===== src/rtl/mem_arb_pkg.sv =====
// Shared types and constants for the unified-memory arbiter.
package mem_arb_pkg;

    // Owner of the read whose data returns in the current cycle.
    typedef enum logic [1:0] {
        IDLE  = 2'd0,
        RD_IF = 2'd1,
        RD_D  = 2'd2
    } arb_state_e;

    localparam int ARB_DEFAULT_STARVE = 3;
    localparam int ARB_CNT_W          = 4;

endpackage


===== src/rtl/mem_arb_starve_ctr.sv =====
// Saturating count of consecutive cycles in which a pending fetch was
// denied; limit_hit tells the arbiter that fetch must win next.
module mem_arb_starve_ctr
    import mem_arb_pkg::*;
#(
    parameter int STARVE_LIMIT = ARB_DEFAULT_STARVE
) (
    input  logic clock,
    input  logic reset,
    input  logic if_req,
    input  logic if_gnt,
    output logic limit_hit
);

    localparam logic [ARB_CNT_W-1:0] LIMIT = ARB_CNT_W'(STARVE_LIMIT);

    logic [ARB_CNT_W-1:0] cnt_reg;
    logic [ARB_CNT_W-1:0] cnt_next;

    // Count denied fetch cycles; any fetch grant or dropped request restarts.
    always_comb begin
        cnt_next = cnt_reg;
        if (if_gnt || !if_req) begin
            cnt_next = '0;
        end else if (cnt_reg != LIMIT) begin
            cnt_next = cnt_reg + 1'b1;
        end
    end

    // Counter register.
    always_ff @(posedge clock or negedge reset) begin
        if (!reset) begin
            cnt_reg <= '0;
        end else begin
            cnt_reg <= cnt_next;
        end
    end

    assign limit_hit = (cnt_reg == LIMIT);

endmodule


===== src/rtl/mem_arbiter.sv =====
// Arbiter sharing one single-port synchronous memory between instruction
// fetch and the MEM-stage data port. Data has fixed priority; fetch wins
// after STARVE_LIMIT consecutive denials. Read data returns one cycle after
// grant. Optional performance counters: define MEM_ARB_PERF_EN.
module mem_arbiter
    import mem_arb_pkg::*;
#(
    parameter int ADDR_W       = 14,
    parameter int DATA_W       = 32,
    parameter int STARVE_LIMIT = ARB_DEFAULT_STARVE
) (
    input  logic              clock,
    input  logic              reset,
    input  logic              if_req,
    input  logic [31:0]       if_addr,
    output logic              if_gnt,
    output logic              if_rvalid,
    output logic [DATA_W-1:0] if_rdata,
    input  logic              d_req,
    input  logic              d_we,
    input  logic [31:0]       d_addr,
    input  logic [DATA_W-1:0] d_wdata,
    output logic              d_gnt,
    output logic              d_rvalid,
    output logic [DATA_W-1:0] d_rdata,
    output logic              mem_en,
    output logic              mem_we,
    output logic [ADDR_W-1:0] mem_addr,
    output logic [DATA_W-1:0] mem_wdata,
    input  logic [DATA_W-1:0] mem_rdata,
    output logic              stall_if,
    output logic              stall_mem
`ifdef MEM_ARB_PERF_EN
    ,
    output logic [31:0]       conflict_cnt,
    output logic [15:0]       starve_win_cnt
`endif
);

    arb_state_e        state_reg;
    arb_state_e        state_next;
    logic              limit_hit;
    logic [31:0]       sel_addr;
    logic [DATA_W-1:0] if_rdata_reg;
    logic [DATA_W-1:0] d_rdata_reg;
    logic              unused_addr_bits;

    mem_arb_starve_ctr #(
        .STARVE_LIMIT(STARVE_LIMIT)
    ) u_starve (
        .clock     (clock),
        .reset     (reset),
        .if_req    (if_req),
        .if_gnt    (if_gnt),
        .limit_hit (limit_hit)
    );

    // Grant selection: data first unless fetch has been starved long enough.
    // Everything is held low while reset is asserted.
    always_comb begin
        if_gnt = 1'b0;
        d_gnt  = 1'b0;
        if (reset) begin
            if (d_req && !(if_req && limit_hit)) begin
                d_gnt = 1'b1;
            end else if (if_req) begin
                if_gnt = 1'b1;
            end
        end
    end

    assign stall_if  = reset & if_req & ~if_gnt;
    assign stall_mem = reset & d_req & ~d_gnt;

    // Memory port is driven from whichever side was granted.
    assign sel_addr  = d_gnt ? d_addr : if_addr;
    assign mem_en    = if_gnt | d_gnt;
    assign mem_we    = d_gnt & d_we;
    assign mem_addr  = mem_en ? sel_addr[ADDR_W+1:2] : '0;
    assign mem_wdata = d_gnt ? d_wdata : '0;

    // Byte-offset and above-window bits are deliberately dropped (wrap).
    assign unused_addr_bits = ^{sel_addr[31:ADDR_W+2], sel_addr[1:0]};

    // Next owner of the read data: decided fresh each cycle so reads pipeline.
    always_comb begin
        state_next = IDLE;
        if (if_gnt) begin
            state_next = RD_IF;
        end else if (d_gnt && !d_we) begin
            state_next = RD_D;
        end
    end

    // Read-owner state register; reset discards any in-flight read.
    always_ff @(posedge clock or negedge reset) begin
        if (!reset) begin
            state_reg <= IDLE;
        end else begin
            state_reg <= state_next;
        end
    end

    // Capture returning words so each port's data holds between reads.
    always_ff @(posedge clock or negedge reset) begin
        if (!reset) begin
            if_rdata_reg <= '0;
            d_rdata_reg  <= '0;
        end else begin
            if (state_reg == RD_IF) begin
                if_rdata_reg <= mem_rdata;
            end
            if (state_reg == RD_D) begin
                d_rdata_reg <= mem_rdata;
            end
        end
    end

    // During the return cycle the memory word passes straight through so it
    // lines up with rvalid; otherwise the last captured word is presented.
    assign if_rvalid = (state_reg == RD_IF);
    assign d_rvalid  = (state_reg == RD_D);
    assign if_rdata  = if_rvalid ? mem_rdata : if_rdata_reg;
    assign d_rdata   = d_rvalid ? mem_rdata : d_rdata_reg;

`ifdef MEM_ARB_PERF_EN
    logic [31:0] conflict_reg;
    logic [15:0] starve_win_reg;
    logic        starve_win;

    // Fetch can only beat a concurrent data request via the starve rule.
    assign starve_win = if_gnt & d_req;

    // Wrapping event counters for contention and forced fetch wins.
    always_ff @(posedge clock or negedge reset) begin
        if (!reset) begin
            conflict_reg   <= '0;
            starve_win_reg <= '0;
        end else begin
            if (if_req && d_req) begin
                conflict_reg <= conflict_reg + 32'd1;
            end
            if (starve_win) begin
                starve_win_reg <= starve_win_reg + 16'd1;
            end
        end
    end

    assign conflict_cnt   = conflict_reg;
    assign starve_win_cnt = starve_win_reg;
`endif

endmodule

===== config.mk =====
export PLATFORM = sky130hd
export DESIGN_NAME = mem_arbiter
export DESIGN_NICKNAME = d
export VERILOG_FILES = /design/src/rtl/mem_arb_pkg.sv /design/src/rtl/mem_arb_starve_ctr.sv /design/src/rtl/mem_arbiter.sv
export SDC_FILE = /design/constraint.sdc
export NUM_CORES = 1
export LEC_CHECK = 0
export BUFFER_PORTS_ARGS = -buffer_cell sky130_fd_sc_hd__buf_2
export CAP_MARGIN = 20
export CORE_ASPECT_RATIO = 1.5
export CORE_MARGIN = 2
export CORE_UTILIZATION = 40
export DETAILED_ROUTE_END_ITERATION = 6
export GPL_TIMING_DRIVEN = 0
export PLACE_DENSITY = 0.78
export SLEW_MARGIN = 20
export SYNTH_ARGS = -nofsm -noshare
export SYNTH_HDL_FRONTEND = slang
export SYNTH_HIERARCHICAL = 1
export SYNTH_SLANG_ARGS = --single-unit

===== constraint.sdc =====
create_clock -name clock -period 5 [get_ports clock]
set_input_delay 0.5 -clock clock [delete_from_list [all_inputs] [get_ports clock]]
set_output_delay 0.5 -clock clock [all_outputs]
set_load 0.01 [all_outputs]

== Word level (Yosys, flattened, before mapping) ==
Cells that the tools add are included.
Word-level totals
  logic and storage cells: 39
  output and inout bits: 118
  register bits after elaboration: 70
Operators by class
  add/sub/neg operators: 1
  reduce and logical (&&, ||, !) cells: 8
  equal/unequal tests: 4
  mux-type cells: 14
  bitwise logic cells: 8
Operators by type and width (number)
  two-way mux 32 bit: 3
  two-way mux 16 bit: 1
  two-way mux 14 bit: 1
  two-way mux 4 bit: 2
  AND 1 bit: 5
  two-way mux 1 bit: 5
  adder 4 x 1 -> 4 bit (second input constant): 1
  equality test 4 x 2 -> 1 bit (second input constant): 1
  two-way mux 2 bit: 2
  != test 4 x 2 -> 1 bit (second input constant): 1
  logical AND 1 bit: 3
  logical NOT 1 bit: 3
  equality test 2 x 1 -> 1 bit (second input constant): 1
  equality test 2 bit (second input constant): 1
  inverter 1 bit: 2
  nonzero test 2 bit: 1
  logical OR 1 bit: 1
  OR 1 bit: 1

== Depth between registers and ports, before layout ==
Gate-level depths: netlist of the first run.
  word-level depth: 9
  gate-level depth with buffers: 7
  mapped depth without buffers: 6

== By module ==
The synthesis of the first run kept the hierarchy.
By module, submodules not included
  mem_arbiter: area each 3387.0 um2, times used 1, cells each 242
  mem_arb_starve_ctr: area each 234.0 um2, times used 1, cells each 20

== Worst setup path after synthesis of the first run ==
No wires, ideal clock.
  path type: register to output
  start point: register u_starve.cnt_reg[0]
  end point: output mem_addr[10]
  required time: 4.500 ns
  arrival time: 1.644 ns
  path slack: 2.856 ns
  buffers on the path: 1
  cell stages (with the launch flop): 6
  cell sequence: dfrtp_1 > ha_1 > nor3b_2 > and2b_4 > buf_6 > o32ai_1
Between the ends
  word-level cells in the longest chain between the ends: 8
Ends and longest elaborated chain
  start: declaration: RTL line mem_arb_starve_ctr.sv:17  | logic [ARB_CNT_W-1:0] cnt_reg;
  start signal: assignment: RTL line mem_arb_starve_ctr.sv:35  | cnt_reg <= cnt_next;
  equality test 4 x 2 -> 1 bit (*): RTL line mem_arb_starve_ctr.sv:39  | assign limit_hit = (cnt_reg == LIMIT);
  named net limit_hit: RTL line mem_arbiter.sv:42  | logic limit_hit;
  logical AND 1 bit (*): RTL line mem_arbiter.sv:64  | if (d_req && !(if_req && limit_hit)) begin
  logical NOT 1 bit (*): RTL line mem_arbiter.sv:64
  logical AND 1 bit (*): RTL line mem_arbiter.sv:64
  two-way mux 1 bit: RTL line mem_arbiter.sv:64
  two-way mux 1 bit: RTL line mem_arbiter.sv:63  | if (reset) begin
  two-way mux 16 bit or OR 1 bit (tied branches): RTL line mem_arbiter.sv:76, mem_arbiter.sv:77
  two-way mux 14 bit (*): RTL line mem_arbiter.sv:79  | assign mem_addr = mem_en ? sel_addr[ADDR_W+1:2] : '0;
  end: declaration: RTL line mem_arbiter.sv:28  | output logic [ADDR_W-1:0] mem_addr,
The timed path passes the listed nets; every way through them passes the cells marked *.

== Final worst setup path of the first run ==
  start point: register u_starve.cnt_reg[0]
  end point: output if_gnt
Between the ends
  word-level cells in the longest chain between the ends: 6
Ends and longest elaborated chain
  equality test 4 x 2 -> 1 bit: RTL line mem_arb_starve_ctr.sv:39
  named net limit_hit: RTL line mem_arbiter.sv:42
  logical AND 1 bit: RTL line mem_arbiter.sv:64
  logical NOT 1 bit: RTL line mem_arbiter.sv:64
  logical AND 1 bit: RTL line mem_arbiter.sv:64
  two-way mux 1 bit: RTL line mem_arbiter.sv:64
  two-way mux 1 bit: RTL line mem_arbiter.sv:63
  end: declaration: RTL line mem_arbiter.sv:16  | output logic if_gnt,
The timed path passes the listed nets, and every way through them passes these cells.

==> flow_metrics.tcl, run 1 <==
set metrics [dict create \
    grt_pass1_wl_mm 15.48 \
    synthXorXnorAreaFrac_pct 0 \
    cp-endpoint "if_gnt" \
    wl_met1_mm 4.231 \
    cp.required_ps 4500 \
    vias 2948 \
    cp-start-kind "flip-flop" \
    core-area_um2 8828 \
    power_mw 1.874 \
    hold_buffers 0 \
    cts_tree "built" \
    crit_type "flip-flop to primary output" \
    p_leak_nw 2.737 \
    ys_warn_count 6 \
    port_buffers 214 \
    syn_area_um2 3621 \
    hold_viol 0 \
    yosys.area_share.simple_pct 15.24 \
    crit_path_end_kind "primary output" \
    track_usage_pct 21.20 \
    hold_ws_ps 88.37 \
    antenna_left 0 \
    r2r_cells 7 \
    clk_pin_slew_ps 50 \
    grt_start_max_net_pins 47 \
    grt_pass1_vias 3023 \
    clock-root-buffer "clkbuf_16" \
    drv_cap 0 \
    fin_crit_sh_pct 57.87 \
    antenna_found_initial 0 \
    floorplan.initialDensity_pct 41.01 \
    postSynthCellCount 262 \
    finalSetupViolCount 0 \
    p_per_area_nw_per_um2 365.3 \
    drive_above_1_share_pct 65.92 \
    dr_wl_met2_mm 5.000 \
    worstPathMaxFanout 10 \
    dp_hpwl_mm 8.511 \
    setup-tns-final_ps 0 \
    wl_per_cell_um 17.50 \
    synthAdderAreaFrac_pct 0.3455 \
    clock-sinks 70 \
    peakVddDrop_uv 253.0 \
    r2r_end "u_starve/cnt_reg[0]" \
    die_h_um 120.5 \
    fill_cells 757 \
    synth_top_family_by_area "multiplexers" \
    synth_edf_count 0 \
    max_freq_ghz 0.3456 \
    gp_congestion 0.8212 \
    async_flop_share_pct 100.0 \
    dieArea_um2 9845 \
    ys_seq_elements 70 \
    cts_buffers 9 \
    top_layer "met4" \
    fin_crit_ps 2894 \
    areaGrowthSynthToFinish_pct 41.71 \
    die_width_um 81.69 \
    final_area_um2 5131 \
    wl_met3_mm 1.207 \
    cts_buffer_depth 2 \
    vias_per_cell 4.889 \
    overflow 0 \
    rows 42 \
    synthMuxAreaShare_pct 26.74 \
    ys_seq_area_share_pct 48.38 \
    critPathMaxStageDelay_ps 440 \
    worstPathCellList "ha_1, nor3b_2, and2b_4, buf_6, nor2_1, buf_2" \
    synth_cell_types 30 \
    cp.arrival_ps 2390 \
    synthFlopType "dfrtp_1" \
    hp-class "input pin to asynchronous set/reset pin" \
    outcome "complete, no violations" \
    worst_pin_slew_ps 488.8 \
    synth_nets 396 \
    synth-compound-area-share_pct 4.008 \
    post-cts-setup-buffers 0 \
    setup.worst_path.start "u_starve/cnt_reg[0]" \
    layout_commonest_cell "buf_2" \
    first_iter_violations 46 \
    finalClockSkew_ps 3.839 \
    slew_headroom_pct 67.29 \
    postPlaceCellArea_um2 4852 \
    r2r_start "u_starve/cnt_reg[0]" \
    drc 0 \
    final_cell_mix "219 x buf_2, 70 x dfrtp_1, 58 x mux2_4, 29 x nand2_1, 25 x nor3b_1" \
    slowest_stage "nor3b_2" \
    fin_util_pct 58.12 \
    rsz0062_at_grt "no" \
    finalNetCount 622 \
    io_pins 251 \
    firstDrtPassIters 4 \
    htree_levels 3 \
    totalWireLength_mm 10.56 \
    insertion_delay_ps 320 \
    diodes 0 \
    cts_resized 0 \
    rrSetupSlack_ps 2770 \
    syn_avg_cell_area_um2 13.82 \
    finalMaxSlewViolations 0 \
]
## report_power, final
group,switching [mW],leakage (nW),internal (mW)
clock network,0.222,0.140,0.362
logic,0.265,1.76,0.303
registers,0.0371,0.832,0.685
total,0.524,2.74,1.35
## Yosys cell counts (3+ instances only)
master,number,area (um^2)
buf_2,6,30.03
o32ai_1,14,122.6
nand3b_1,5,37.54
mux2i_1,3,30.03
nor3b_2,10,125.1
mux2_2,6,67.56
nand2_1,29,108.9
buf_6,12,135.1
dfrtp_1,70,1752
mux2_4,58,870.8
nor3b_1,25,187.7
## through the flow
step	std cells	setup slack, ps
3_5_place_dp	587	2471
5_1_grt	603	1963
4_1_cts	603	2096
2_1_floorplan	262	2856
3_3_place_gp	586	1613
6_report	603	2106
## cells by family (layout without fill, tap and decap cells)
| group | Yosys count | in the layout |
|---|---|---|
| flops | 70 | 70 |
| buf+inv | 24 | 255 |
| compound gates | 17 | 17 |
| mux | 67 | 67 |
| simple gates | 83 | 83 |
| fa+ha+maj | 1 | 1 |
## final cells by class
class	instances	area (um^2)	area share [%]
sequential	70	1752	34.14
timing repair buffer	215	1094	21.31
multi-input combinational	168	1678	32.70
tap	110	137.6	2.682
clock inverter	3	18.77	0.3658
clock buffer	13	260.3	5.072
inverter	2	7.507	0.1463
buffer	22	183.9	3.584
## critical path: cells and delay by family (launching register included)
kind / cells / cell delay, ps
adder cells (fa/ha/maj): 1 / 200
buffers and inverters: 2 / 370
AND/OR/NAND/NOR: 3 / 1120
flip-flops: 1 / 390
## per-layer routing
metal | GRT usage, % | vias up
met4 | 6.042 | 0
li1 | - | 1388
met5 | 0 | -
met2 | 35.55 | 163
met1 | 24.41 | 1389
met3 | 8.881 | 8
## worst min path at each step
| stage | cells past startpoint | startpoint | end | slack, ps |
|---|---|---|---|---|
| after detailed placement | 1 | reset | d_rdata_reg[21] | 430 |
| after floorplan | 0 | reset | d_rdata_reg[0] | 200 |
| after CTS | 1 | reset | d_rdata_reg[24] | 80 |
| final | 1 | reset | d_rdata_reg[24] | 90 |
| after global routing | 1 | reset | if_rdata_reg[19] | 110 |
| after global placement | 1 | d_rdata_reg[18] | d_rdata_reg[18] | 470 |
Power figures use the tool's default switching activity.
==> run 2: changes to the inputs <==
==> constraint.sdc (replaced) <==
create_clock -name clock -period 2.9 [get_ports clock]
set_input_delay 0.29 -clock clock [delete_from_list [all_inputs] [get_ports clock]]
set_output_delay 0.29 -clock clock [all_outputs]
set_load 0.01 [all_outputs]
==> flow_metrics.tcl, run 2 (synthesis gave the netlist of run 1 again) <==
set metrics [dict create \
    finalNetCount 623 \
    gr-max-usage-layer "met2" \
    cts_buffers 9 \
    wl_per_cell_um 17.42 \
    fin_crit_ps 2662 \
    fin_cells 604 \
    drc 0 \
    cp-start-kind "flip-flop" \
    path_buf_inv 2 \
    vias 2953 \
    finalMaxSlewViolations 0 \
    hold_buffers 1 \
    fill_cells 756 \
    grt_start_max_net_pins 47 \
    clock-root-buffer "clkbuf_16" \
    final_area_um2 5141 \
    dp_hpwl_mm 8.511 \
    dieArea_um2 9845 \
    layout_commonest_cell "buf_2" \
    cts_tree "built" \
    fin_util_pct 58.23 \
    die_width_um 81.69 \
    post-cts-setup-buffers 0 \
    worst_pin_slew_ps 479.7 \
    cp.arrival_ps 2370 \
    hold_viol 0 \
    worstPathMaxFanout 10 \
    grt_pass1_wl_mm 15.48 \
    finalSetupViolCount 0 \
    postPlaceCellArea_um2 4852 \
    outcome "complete, no violations" \
    port_buffers 214 \
    totalWireLength_mm 10.52 \
    gp_congestion 0.8212 \
    gr-usage-met1_pct 24.41 \
    firstDrtPassIters 4 \
    critPathMaxStageDelay_ps 440 \
    max_freq_ghz 0.3757 \
    power_mw 3.230 \
    drive_above_1_share_pct 65.79 \
    place_inst 587 \
    rsz0062_at_grt "no" \
    path_delay_family "simple AND/OR/NAND/NOR gates" \
    p_leak_nw 2.741 \
    hp-class "input pin to flip-flop" \
    diodes 0 \
    antenna_left 0 \
    worstPathCellList "ha_1, nor3b_2, and2b_4, buf_6, nor2_1, buf_2" \
    clk_pin_slew_ps 50 \
    drv_cap 0 \
    gr-usage-met2_pct 35.55 \
    slowest_stage "nor3b_2" \
    io_pins 251 \
    crit_path_end_kind "primary output" \
    clock-sinks 70 \
    antenna_found_initial 0 \
    first_iter_violations 54 \
    track_usage_pct 21.20 \
    core-area_um2 8828 \
    fin_crit_sh_pct 91.78 \
    vias_per_cell 4.889 \
    insertion_delay_ps 320 \
    cts_resized 0 \
    cp.required_ps 2610 \
    htree_levels 3 \
    rows 42 \
    overflow 0 \
    crit_type "flip-flop to primary output" \
    peakVddDrop_uv 436.2 \
    p_per_area_nw_per_um2 628.3 \
    floorplan.initialDensity_pct 41.01 \
    areaGrowthSynthToFinish_pct 41.98 \
    die_h_um 120.5 \
    finalClockSkew_ps 4.351 \
    slew_headroom_pct 67.88 \
    cts_buffer_depth 2 \
    final_cell_mix "219 x buf_2, 70 x dfrtp_1, 58 x mux2_4, 29 x nand2_1, 25 x nor3b_1" \
    grt_pass1_vias 3023 \
    use_met3_pct 8.881 \
]
run 2: cell count changes in the layout (fill, tap and decap cells not counted):
cell	delta
dlygate4sd3_1	+1
run 2: power by group:
| group | switching (mW) | internal (mW) |
|---|---|---|
| combinational | 0.456 | 0.524 |
| sequential | 0.0640 | 1.18 |
| clock | 0.381 | 0.624 |
run 2: worst paths after layout:
path / start / to / slack (ps) / cells after the start
max in group asynchronous: reset / d_rdata_reg[6] / 1930 / 3
worst max register to register: u_starve/cnt_reg[0] / u_starve/cnt_reg[0] / 700 / 7
min in group asynchronous: reset / d_rdata_reg[24] / 420 / 2
worst min-delay path: d_we / state_reg[1] / 140 / 2
worst min register to register: if_rdata_reg[18] / if_rdata_reg[18] / 490 / 1
worst max-delay path: u_starve/cnt_reg[0] / if_gnt / 240 / 6
run 2: final cells by class:
type | count | area, um^2 | area share [%]
multi-input cells | 168 | 1678 | 32.64
well taps | 110 | 137.6 | 2.677
plain buffers | 22 | 183.9 | 3.578
repair buffers | 216 | 1104 | 21.47
clock inverters | 3 | 18.77 | 0.3651
inverters | 2 | 7.507 | 0.1460
flip-flops and latches | 70 | 1752 | 34.07
clock buffers | 13 | 260.3 | 5.062
run 2: metal layers:
| metal | up-vias | share of wire (%) |
|---|---|---|
| met5 | - | 0 |
| met4 | 0 | 1.1 |
| met3 | 8 | 12 |
| met2 | 165 | 48 |
| met1 | 1390 | 40 |
| li1 | 1390 | - |
run 2: per-stage QoR:
stage / worst slack [ps] / hold slack (ps) / setup TNS [ps]
4_1_cts: 206.2 / 126.8 / 0
6_report: 238.4 / 139.0 / 0
2_1_floorplan: 956.7 / -5.591 / 0
5_1_grt: 72.64 / 136.7 / 0
3_3_place_gp: -67.40 / 472.3 / -110.6
3_5_place_dp: 580.7 / 222.0 / 0
